**src/rtl/uart_byte_tx.sv**
```systemverilog
`default_nettype none
// +--------------------------------------------------------------------------+
// | uart_byte_tx : frames one byte per handshake onto the UART TX line       |
// | Rev 1.0                                                                  |
// +--------------------------------------------------------------------------+
module uart_byte_tx #(
   parameter int DATA_BITS = 8,
   parameter int PARITY    = 0,
   parameter int STOP_BITS = 1
) (
   input  logic                 clk,
   input  logic                 rst_n,
   input  logic [DATA_BITS-1:0] tx_data,
   input  logic                 tx_valid,
   output logic                 tx_ready,
   input  logic                 clk_bps,
   output logic                 bps_start,
   output logic                 uart_tx,
   output logic                 tx_done
);

   typedef enum logic [2:0] {
      IDLE  = 3'd0,
      WAIT  = 3'd1,
      START = 3'd2,
      DATA  = 3'd3,
      PAR   = 3'd4,
      STOP  = 3'd5
   } state_t;

   localparam logic [2:0] c_last_bit  = 3'(DATA_BITS - 1);
   localparam logic       c_last_stop = 1'(STOP_BITS - 1);

   state_t                r_state, w_state_nx;
   logic [DATA_BITS-1:0]  r_shift, w_shift_nx;
   logic                  r_par, w_par_nx;
   logic [2:0]            r_bit_cnt, w_bit_cnt_nx;
   logic                  r_stop_cnt, w_stop_cnt_nx;
   logic                  r_tx, w_tx_nx;
   logic                  r_bps, w_bps_nx;
   logic                  r_done, w_done_nx;

   always_ff @(posedge clk or negedge rst_n) begin
      if (!rst_n) begin
         r_state    <= IDLE;
         r_shift    <= '0;
         r_par      <= 1'b0;
         r_bit_cnt  <= '0;
         r_stop_cnt <= 1'b0;
         r_tx       <= 1'b1;
         r_bps      <= 1'b0;
         r_done     <= 1'b0;
      end else begin
         r_state    <= w_state_nx;
         r_shift    <= w_shift_nx;
         r_par      <= w_par_nx;
         r_bit_cnt  <= w_bit_cnt_nx;
         r_stop_cnt <= w_stop_cnt_nx;
         r_tx       <= w_tx_nx;
         r_bps      <= w_bps_nx;
         r_done     <= w_done_nx;
      end
   end

   // Every line level is registered; the shifter always presents the next bit at [0].
   always_comb begin
      w_state_nx    = r_state;
      w_shift_nx    = r_shift;
      w_par_nx      = r_par;
      w_bit_cnt_nx  = r_bit_cnt;
      w_stop_cnt_nx = r_stop_cnt;
      w_tx_nx       = r_tx;
      w_bps_nx      = r_bps;
      w_done_nx     = 1'b0;
      unique case (r_state)
         IDLE: begin
            w_tx_nx = 1'b1;
            if (tx_valid) begin
               w_shift_nx = tx_data;
               w_par_nx   = (PARITY == 2) ? ~(^tx_data) : (^tx_data);
               w_bps_nx   = 1'b1;
               w_state_nx = WAIT;
            end
         end
         WAIT: begin
            if (clk_bps) begin
               w_tx_nx    = 1'b0;
               w_state_nx = START;
            end
         end
         START: begin
            if (clk_bps) begin
               w_tx_nx      = r_shift[0];
               w_shift_nx   = r_shift >> 1;
               w_bit_cnt_nx = '0;
               w_state_nx   = DATA;
            end
         end
         DATA: begin
            if (clk_bps) begin
               if (r_bit_cnt < c_last_bit) begin
                  w_tx_nx      = r_shift[0];
                  w_shift_nx   = r_shift >> 1;
                  w_bit_cnt_nx = r_bit_cnt + 3'd1;
               end else if (PARITY != 0) begin
                  w_tx_nx    = r_par;
                  w_state_nx = PAR;
               end else begin
                  w_tx_nx       = 1'b1;
                  w_stop_cnt_nx = 1'b0;
                  w_state_nx    = STOP;
               end
            end
         end
         PAR: begin
            if (clk_bps) begin
               w_tx_nx       = 1'b1;
               w_stop_cnt_nx = 1'b0;
               w_state_nx    = STOP;
            end
         end
         STOP: begin
            if (clk_bps) begin
               w_tx_nx = 1'b1;
               if (r_stop_cnt < c_last_stop) begin
                  w_stop_cnt_nx = r_stop_cnt + 1'b1;
               end else begin
                  w_bps_nx   = 1'b0;
                  w_done_nx  = 1'b1;
                  w_state_nx = IDLE;
               end
            end
         end
         default: begin
            w_tx_nx    = 1'b1;
            w_bps_nx   = 1'b0;
            w_state_nx = IDLE;
         end
      endcase
   end

   assign tx_ready  = (r_state == IDLE);
   assign bps_start = r_bps;
   assign uart_tx   = r_tx;
   assign tx_done   = r_done;

endmodule
`default_nettype wire

```
**config.mk**
```make
export PLATFORM = sky130hd
export DESIGN_NAME = uart_byte_tx
export DESIGN_NICKNAME = d
export VERILOG_FILES = /design/src/rtl/uart_byte_tx.sv
export SDC_FILE = /design/constraint.sdc
export NUM_CORES = 1
export LEC_CHECK = 0
export ABC_AREA = 1
export BUFFER_PORTS_ARGS = -buffer_cell sky130_fd_sc_hd__buf_2
export CORE_MARGIN = 1.5
export CORE_UTILIZATION = 47
export CTS_BUF_LIST = sky130_fd_sc_hd__clkbuf_8
export DETAILED_ROUTE_END_ITERATION = 6
export PLACE_DENSITY_LB_ADDON = 0.3
export REMOVE_ABC_BUFFERS = 1
export SYNTH_ARGS = -nofsm -noshare
export SYNTH_HDL_FRONTEND = slang
export SYNTH_SLANG_ARGS = --single-unit
```
**constraint.sdc**
```tcl
create_clock -name clk -period 1.3 [get_ports clk]
set_input_delay 0.195 -clock clk [delete_from_list [all_inputs] [get_ports clk]]
set_output_delay 0.195 -clock clk [all_outputs]
set_load 0.03 [all_outputs]
```
==> results of run 1 <==
layout by cell type, fill, tap and decap left out:
cell	n
sky130_fd_sc_hd__dlygate4sd3_1	1
sky130_fd_sc_hd__nor2_1	2
sky130_fd_sc_hd__nor2_2	1
sky130_fd_sc_hd__nor3_1	1
sky130_fd_sc_hd__inv_2	3
sky130_fd_sc_hd__a21oi_1	1
sky130_fd_sc_hd__inv_1	7
sky130_fd_sc_hd__nand3_1	13
sky130_fd_sc_hd__buf_2	14
sky130_fd_sc_hd__ha_1	1
sky130_fd_sc_hd__dfrtp_2	2
sky130_fd_sc_hd__nand2_1	52
sky130_fd_sc_hd__clkbuf_8	3
sky130_fd_sc_hd__inv_4	1
sky130_fd_sc_hd__buf_4	12
sky130_fd_sc_hd__dfstp_2	1
sky130_fd_sc_hd__buf_6	5
sky130_fd_sc_hd__nand4_1	10
sky130_fd_sc_hd__xor2_1	1
sky130_fd_sc_hd__nand2_8	1
sky130_fd_sc_hd__buf_12	1
sky130_fd_sc_hd__nor2_8	1
sky130_fd_sc_hd__nand2_4	2
sky130_fd_sc_hd__nand3b_1	1
sky130_fd_sc_hd__nand3_4	2
sky130_fd_sc_hd__nand2_2	10
sky130_fd_sc_hd__dfrtp_1	14
sky130_fd_sc_hd__a21boi_1	1
sky130_fd_sc_hd__nor2_4	3
sky130_fd_sc_hd__o211ai_1	1
sky130_fd_sc_hd__o21ai_0	2
routing by layer:
metal,vias up,global-route usage (%),part of all wire (%)
li1,509,-,-
met1,472,26.35,43
met2,44,33.56,49
met3,8,2.727,5.6
met4,0,5.556,2.5
met5,-,0,0
cell type report:
| cell class | instances | share of cell area, % |
|---|---|---|
| Clock buffer | 3 | 2.973 |
| Timing Repair Buffer | 33 | 17.75 |
| Tap cell | 27 | 2.432 |
| Clock inverter | 1 | 0.2703 |
| Inverter | 10 | 2.883 |
| Sequential cell | 17 | 30.90 |
| Multi-Input combinational cell | 106 | 42.79 |
critical path, cell delays in order (launching register included):
cell	delay [ps]
sky130_fd_sc_hd__dfrtp_2	470
sky130_fd_sc_hd__nor2_4	150
sky130_fd_sc_hd__buf_4	130
sky130_fd_sc_hd__nand3_4	120
sky130_fd_sc_hd__buf_4	170
sky130_fd_sc_hd__nand4_1	90
sky130_fd_sc_hd__nand2_1	60
power groups by stage:
stage               sequential [mW]  combinational, mW  clock (mW)
floorplan                      1.07               1.29           0
global placement              0.978               1.86           0
detailed placement            0.989               1.89           0
CTS                           0.993               2.21       0.386
global route                   1.04               2.80       0.415
finish                         1.01               2.56       0.390
worst max path at each step:
stage               startpoint           end  slack, ps  depth (start not counted)
floorplan           r_state[1]    r_shift[0]       -170                          7
global placement    r_state[1]    r_shift[0]         30                          7
detailed placement  r_state[1]    r_shift[2]        -40                          7
CTS                 r_state[2]  r_bit_cnt[2]          1                          6
global route        r_state[0]    r_shift[5]        -50                          6
finish              r_state[0]    r_shift[1]         -1                          6
per-stage QoR:
stage	TNS, ps	total power, mW	hold slack, ps	cells
2_1_floorplan	-1724	2.369	-100.6	133
3_3_place_gp	0	2.841	131.1	181
3_5_place_dp	-172.8	2.883	138.9	181
4_1_cts	0	3.591	298.6	192
5_1_grt	-498.6	4.254	333.0	197
6_report	-1.140	3.967	287.7	197
flip-flops by register name, indices dropped and copies added (netlist names):
name       flops
tx_done        1
r_bit_cnt      3
uart_tx        1
r_state        3
r_shift        8
bps_start      1
cell families (layout without fill, tap and decap cells):
| logic type | Yosys count | after routing | synth area share [%] |
|---|---|---|---|
| XOR/XNOR | 1 | 1 | 0.8466 |
| adder cells (fa/ha/maj) | 1 | 1 | 1.209 |
| flip-flops | 17 | 17 | 41.23 |
| AO/OA/AOI/OAI | 5 | 5 | 2.902 |
| buffers and inverters | 13 | 47 | 5.926 |
| AND/OR/NAND/NOR | 99 | 99 | 47.88 |
repair_timing:
item	in CTS	in global routing
endpoints found under the hold margin	16	0
buffers inserted	6	5
hold buffers	1	0
pin swaps	2	3
endpoints found under the setup margin	9	15
gates resized for setup	7	17
==> run summary, run 1 <==
* **result of the run** finished, violations left
* **failing checks** negative setup slack
* **Distinct cells, synth** 25
* **async set-reset flop share out of synthesis** 100.0%
* **layout overhead on the synthesized area** 34.22%
* **number of standard cells after synthesis** 136
* **die span in y** 49.92 µm
* **DP Area** 1167 µm²
* **iteration count of the initial detailed-routing pass** 4
* **setup repair after global routing missed its margin** true
* **shortest period the worst path allows** 1301 ps
* **average cell area after synthesis** 7.608 µm²
* **FF-to-FF path depth** 6
* **# diodes** 0
* **portion of synthesized cell area occupied by the leading cell type** 38.69%
* **Yosys top cell by area** sky130_fd_sc_hd__dfrtp_1
* **fraction of final layout cells with drive strength greater than 1** 36.47%
* **switching power total** 1.861 mW
* **category of the worst setup path launch point** flop
* **final setup violating endpoints** 1
* **number of global-route vias before repair** 876
* **number of synthesized flops with an enable pin** 0
* **IO buf count** 15
* **global-route wire length before repair** 3795 µm
* **clk sink count** 17
* **final setup slack of the worst path** -1.140 ps
* **Seq pwr share** 25.5%
* **Critical R2R Launch** r_state[0]
* **clock skew** 2.489 ps
* **clock latency at the later pin of the worst-skew pair** 250 ps
* **Tightest Hold Check Type** in2reg
* **combinational share of power** 64.6%
* **DRC violation total after the first TritonRoute iteration** 39
* **number of ports placed on the die boundary** 16
* **category of the critical setup timing path** reg2reg
* **clock-pin slew of the registers on the worst-case setup and hold paths** 70 ps
* **Yosys Warn Count** 0
* **max-slew violation count** 0
* **post-detailed-routing wire length** 2557 µm
* **remaining antenna violation count after routing** 0
* **FILL cells** 157
* **Routability Congestion** 0.8149
* **total of flip-flops plus latches after synthesis** 17
* **DIE AREA** 2492 µm²
* **post-route clock period utilization** 100.1%
* **Final Util** 68.69%
* **Inserted Clock Buffers** 3
* **HPWL after detailed placement** 1624 µm
* **maximum fanout encountered on the critical timing path** 6
* **Switching Share** 46.90%
* **antenna violations before repair** 0
* **mapped cell area** 1035 µm²
* **area of all placed cells without fillers** 1389 µm²
* **clock tree buffer depth** 2
* **crit path capture type** flop
* **area of the placeable core** 2022 µm²
* **actual transition at the worst max-transition pin** 386.5 ps
* **Root Buffer** sky130_fd_sc_hd__clkbuf_8
* **Clock power frac** 9.8%
* **most repeated cell in the gate-level netlist after synthesis** sky130_fd_sc_hd__nand2_1
* **Relative slew margins** 74.23%
* **achievable frequency** 768.6 MHz
* **Critical Path AT** 1440 ps
* **number of nets in the finished design** 184
* **row count** 16
* **area of combinational cells with multiple inputs** 594.3 µm²
* **max_cap viols** 0
* **largest net degree at the start of global routing** 18
* **maximum VDD drop** 1.720 mV
* **internal power** 2.106 mW
* **Starting Density** 51.18%
* **most frequent cells after synthesis** sky130_fd_sc_hd__nand2_1 (62), sky130_fd_sc_hd__dfrtp_1 (16), sky130_fd_sc_hd__nand3_1 (13)
* **count of vias placed by the detailed router** 1033
* **register-to-register setup slack** -1 ps
* **Avg WL per Cell** 12.98 µm
* **count of H-tree levels built during CTS** 1
* **static leakage** 0.7558 nW
* **Via density** 5.244
* **gr usage total** 19.83%
* **# DRC** 0
* **RR Endpoint** r_shift[1]
* **TritonCTS clock tree** done
* **horizontal die dimension** 49.92 µm
* **worst endpoint required time** 1440 ps
* **most instantiated flip-flop cell in the synthesis netlist** sky130_fd_sc_hd__dfrtp_1
* **hold-critical path endpoint** r_shift[5]
* **top area cells in the synthesized netlist** sky130_fd_sc_hd__dfrtp_1 (39%), sky130_fd_sc_hd__nand2_1 (22%), sky130_fd_sc_hd__nand3_1 (6.3%), sky130_fd_sc_hd__nand4_1 (6.0%), sky130_fd_sc_hd__nand3_4 (3.4%)
* **area taken by flip-flops and latches** 429.2 µm²
* **Worst Min Path Start** tx_data[5]
* **Setup Slack @ Placement** -38.95 ps
* **power density relative to cell area** 2856 nW/µm²
* **share of the yosys chip area belonging to registers** 41.23%
* **number of stages on the worst hold path** 5
* **total grt overflow** 0
* **Final Hold Violating Endpoints** 0
(Power assumes the default switching activity.)
==> run 2: changes to the inputs <==
--- a/config.mk
+++ b/config.mk
@@ -8,7 +8,7 @@
 export ABC_AREA = 1
 export BUFFER_PORTS_ARGS = -buffer_cell sky130_fd_sc_hd__buf_2
 export CORE_MARGIN = 1.5
-export CORE_UTILIZATION = 47
+export CORE_UTILIZATION = 35
 export CTS_BUF_LIST = sky130_fd_sc_hd__clkbuf_8
 export DETAILED_ROUTE_END_ITERATION = 6
 export PLACE_DENSITY_LB_ADDON = 0.3
==> run 2 against run 1 <==
The flow now finishes without violations. Sequential power barely moved. Hold slack improved by 3.6 ps. Design area fell by 0.72%. Worst setup slack improved by 32 ps. Non-clock buffer count rose by 1. Fmax rose by 2.5%. Count of clock-buffer cells in the layout did not move. Clock skew fell by 1.7 ps. Sequential cell count did not move. Sequential share of layout area rose by 0.22 points.
==> run summary, run 2 (synthesis results as in run 1) <==
* **RR Endpoint** r_state[0]
* **maximum VDD drop** 1.789 mV
* **area of the placeable core** 2781 µm²
* **count of H-tree levels built during CTS** 1
* **number of nets in the finished design** 185
* **number of ports placed on the die boundary** 16
* **grt met1 use** 20.31%
* **Relative slew margins** 73.14%
* **Critical Path AT** 1410 ps
* **result of the run** finished clean
* **clock-pin slew of the registers on the worst-case setup and hold paths** 70 ps
* **clock latency at the later pin of the worst-skew pair** 250 ps
* **max_cap viols** 0
* **area taken by flip-flops and latches** 429.2 µm²
* **actual transition at the worst max-transition pin** 402.9 ps
* **post-route clock period utilization** 97.60%
* **Starting Density** 37.20%
* **max-slew violation count** 0
* **ordered cell list for the critical path** inv_1 > nand2_1 > nand2_2 > nand2_1 > nand2_2 > nand2_1 > nand2_1 > nand2_1
* **number of global-route vias before repair** 928
* **cell family with the largest share of critical-path delay** simple AND/OR/NAND/NOR gates
* **setup repair after global routing missed its margin** true
* **maximum fanout encountered on the critical timing path** 5
* **fraction of final layout cells with drive strength greater than 1** 35.09%
* **clock tree buffer depth** 2
* **Crit-path slowest cell** sky130_fd_sc_hd__dfrtp_2
* **category of the worst setup path launch point** flop
* **category of the critical setup timing path** reg2reg
* **logic depth of the worst setup path including buffers** 8
* **row count** 19
* **Critical R2R Launch** r_state[0]
* **antenna violations before repair** 0
* **iteration count of the initial detailed-routing pass** 4
* **register ranked first by flip-flop count** r_shift
* **largest net degree at the start of global routing** 18
* **most frequent cell on the critical path** sky130_fd_sc_hd__nand2_1
* **# diodes** 0
* **CP endpoint** r_state[0]
* **DP Area** 1172 µm²
* **global-route wire length before repair** 4015 µm
* **count of vias placed by the detailed router** 990
* **gr usage total** 15.45%
* **register-to-register setup slack** 30 ps
* **post-detailed-routing wire length** 2553 µm
* **layout overhead on the synthesized area** 33.25%
* **DIE AREA** 3291 µm²
* **DRC violation total after the first TritonRoute iteration** 27
* **Top Usage Layer GRT** met2
* **Final Hold Violating Endpoints** 0
* **horizontal die dimension** 57.37 µm
* **FF-to-FF path depth** 8
* **final setup violating endpoints** 0
* **die span in y** 57.37 µm
* **clk sink count** 17
* **largest stage delay on the critical path** 470 ps
* **HPWL after detailed placement** 1692 µm
* **Global Route met2 Usage** 26.14%
* **Routability Congestion** 0.8601
* **most common library cell in the layout ignoring fill and taps** sky130_fd_sc_hd__nand2_1
* **Inserted Clock Buffers** 3
* **area of all placed cells without fillers** 1379 µm²
* **Avg WL per Cell** 12.64 µm
* **startpoint of the worst setup timing path** r_state[0]
* **achievable frequency** 788.1 MHz
* **worst endpoint required time** 1440 ps
* **TritonCTS clock tree** done
* **Root Buffer** sky130_fd_sc_hd__clkbuf_8
* **area of combinational cells with multiple inputs** 584.3 µm²
* **clock skew** 0.7866 ps
* **remaining antenna violation count after routing** 0
* **shortest period the worst path allows** 1269 ps
* **number of flip-flops under the largest register name** 8
* **FILL cells** 280
* **Design Power** 3.851 mW
* **static leakage** 0.7546 nW
* **crit path capture type** flop
* **GR met3 Demand/Resource** 2.721%
* **commonest cells after routing, fill and taps aside** sky130_fd_sc_hd__nand2_1 (56), sky130_fd_sc_hd__dfrtp_1 (14), sky130_fd_sc_hd__buf_2 (14), sky130_fd_sc_hd__buf_4 (14), sky130_fd_sc_hd__nand3_1 (12)
* **number of buffers and inverters on the critical path** 1
* **power density relative to cell area** 2793 nW/µm²
* **Via density** 4.901
* **Hold Slack** 291.2 ps
* **# DRC** 0
* **total grt overflow** 0
* **largest registers** r_shift (8), r_bit_cnt (3), r_state (3)
* **IO buf count** 15
* **Tightest Hold Check Type** in2reg
[run 2: changes by cell type in the layout (fill, tap and decap cells not counted), sizes merged]
cell  previous run  this run
buf             32        33
[run 2: per-layer routing]
layer | part of all wire, % | vias up | routed length [µm]
met4 | 0.47 | 0 | 12
met1 | 47 | 466 | 1207
li1 | - | 510 | -
met5 | 0 | - | 0
met3 | 2.6 | 2 | 66
met2 | 50 | 12 | 1266
[run 2: area by class of cell]
type	instances	share of cell area, %
inverters	10	2.904
multi-input cells	106	42.38
clock buffers	3	2.995
clock inverters	1	0.2722
well taps	31	2.813
flip-flops and latches	17	31.13
repair buffers	34	17.51
[run 2: report_power, final]
part | switching (mW) | total (mW) | leakage, nW | internal (mW)
Clock | 0.194 | 0.404 | 0.0269 | 0.210
Combinational | 1.40 | 2.44 | 0.517 | 1.04
Sequential | 0.212 | 1.01 | 0.211 | 0.793
[run 2: through the flow]
| step | std cells | TNS [ps] | util (%) | setup WS [ps] |
|---|---|---|---|---|
| 6_report | 202 | 0 | 49.57 | 31.17 |
| 5_1_grt | 202 | -256.1 | 49.57 | -49.45 |
| 4_1_cts | 194 | 0 | 45.84 | 14.58 |
| 3_5_place_dp | 185 | 0 | 42.15 | 36.03 |
| 3_3_place_gp | 185 | 0 | 42.15 | 51.47 |
| 2_1_floorplan | 133 | -1724 | - | -169.0 |
[run 2: worst min-delay path, stage by stage]
cell and delay [ps]:
sky130_fd_sc_hd__buf_2 70, sky130_fd_sc_hd__nand2_1 40, sky130_fd_sc_hd__nand2_1 50, sky130_fd_sc_hd__nand4_1 80, sky130_fd_sc_hd__nand2_1 70
[run 2: how the worst min path moves through the flow]
stage                          start            to  slack (ps)  cells after the start
after floorplan                rst_n     bps_start        -100                      0
after CTS                 tx_data[3]    r_shift[3]         300                      5
after global placement         rst_n    r_state[0]         140                      1
final                     tx_data[5]    r_shift[5]         290                      5
after detailed placement       rst_n  r_bit_cnt[1]         150                      1
after global routing      tx_data[3]    r_shift[3]         310                      5
[run 2: repair_timing]
item,4_1_cts,5_1_grt
hold buffers,1,0
resized for setup,6,14
endpoints found under the setup margin,1,15
buffers inserted,4,8
endpoints found under the hold margin,16,0
pin swaps,1,4
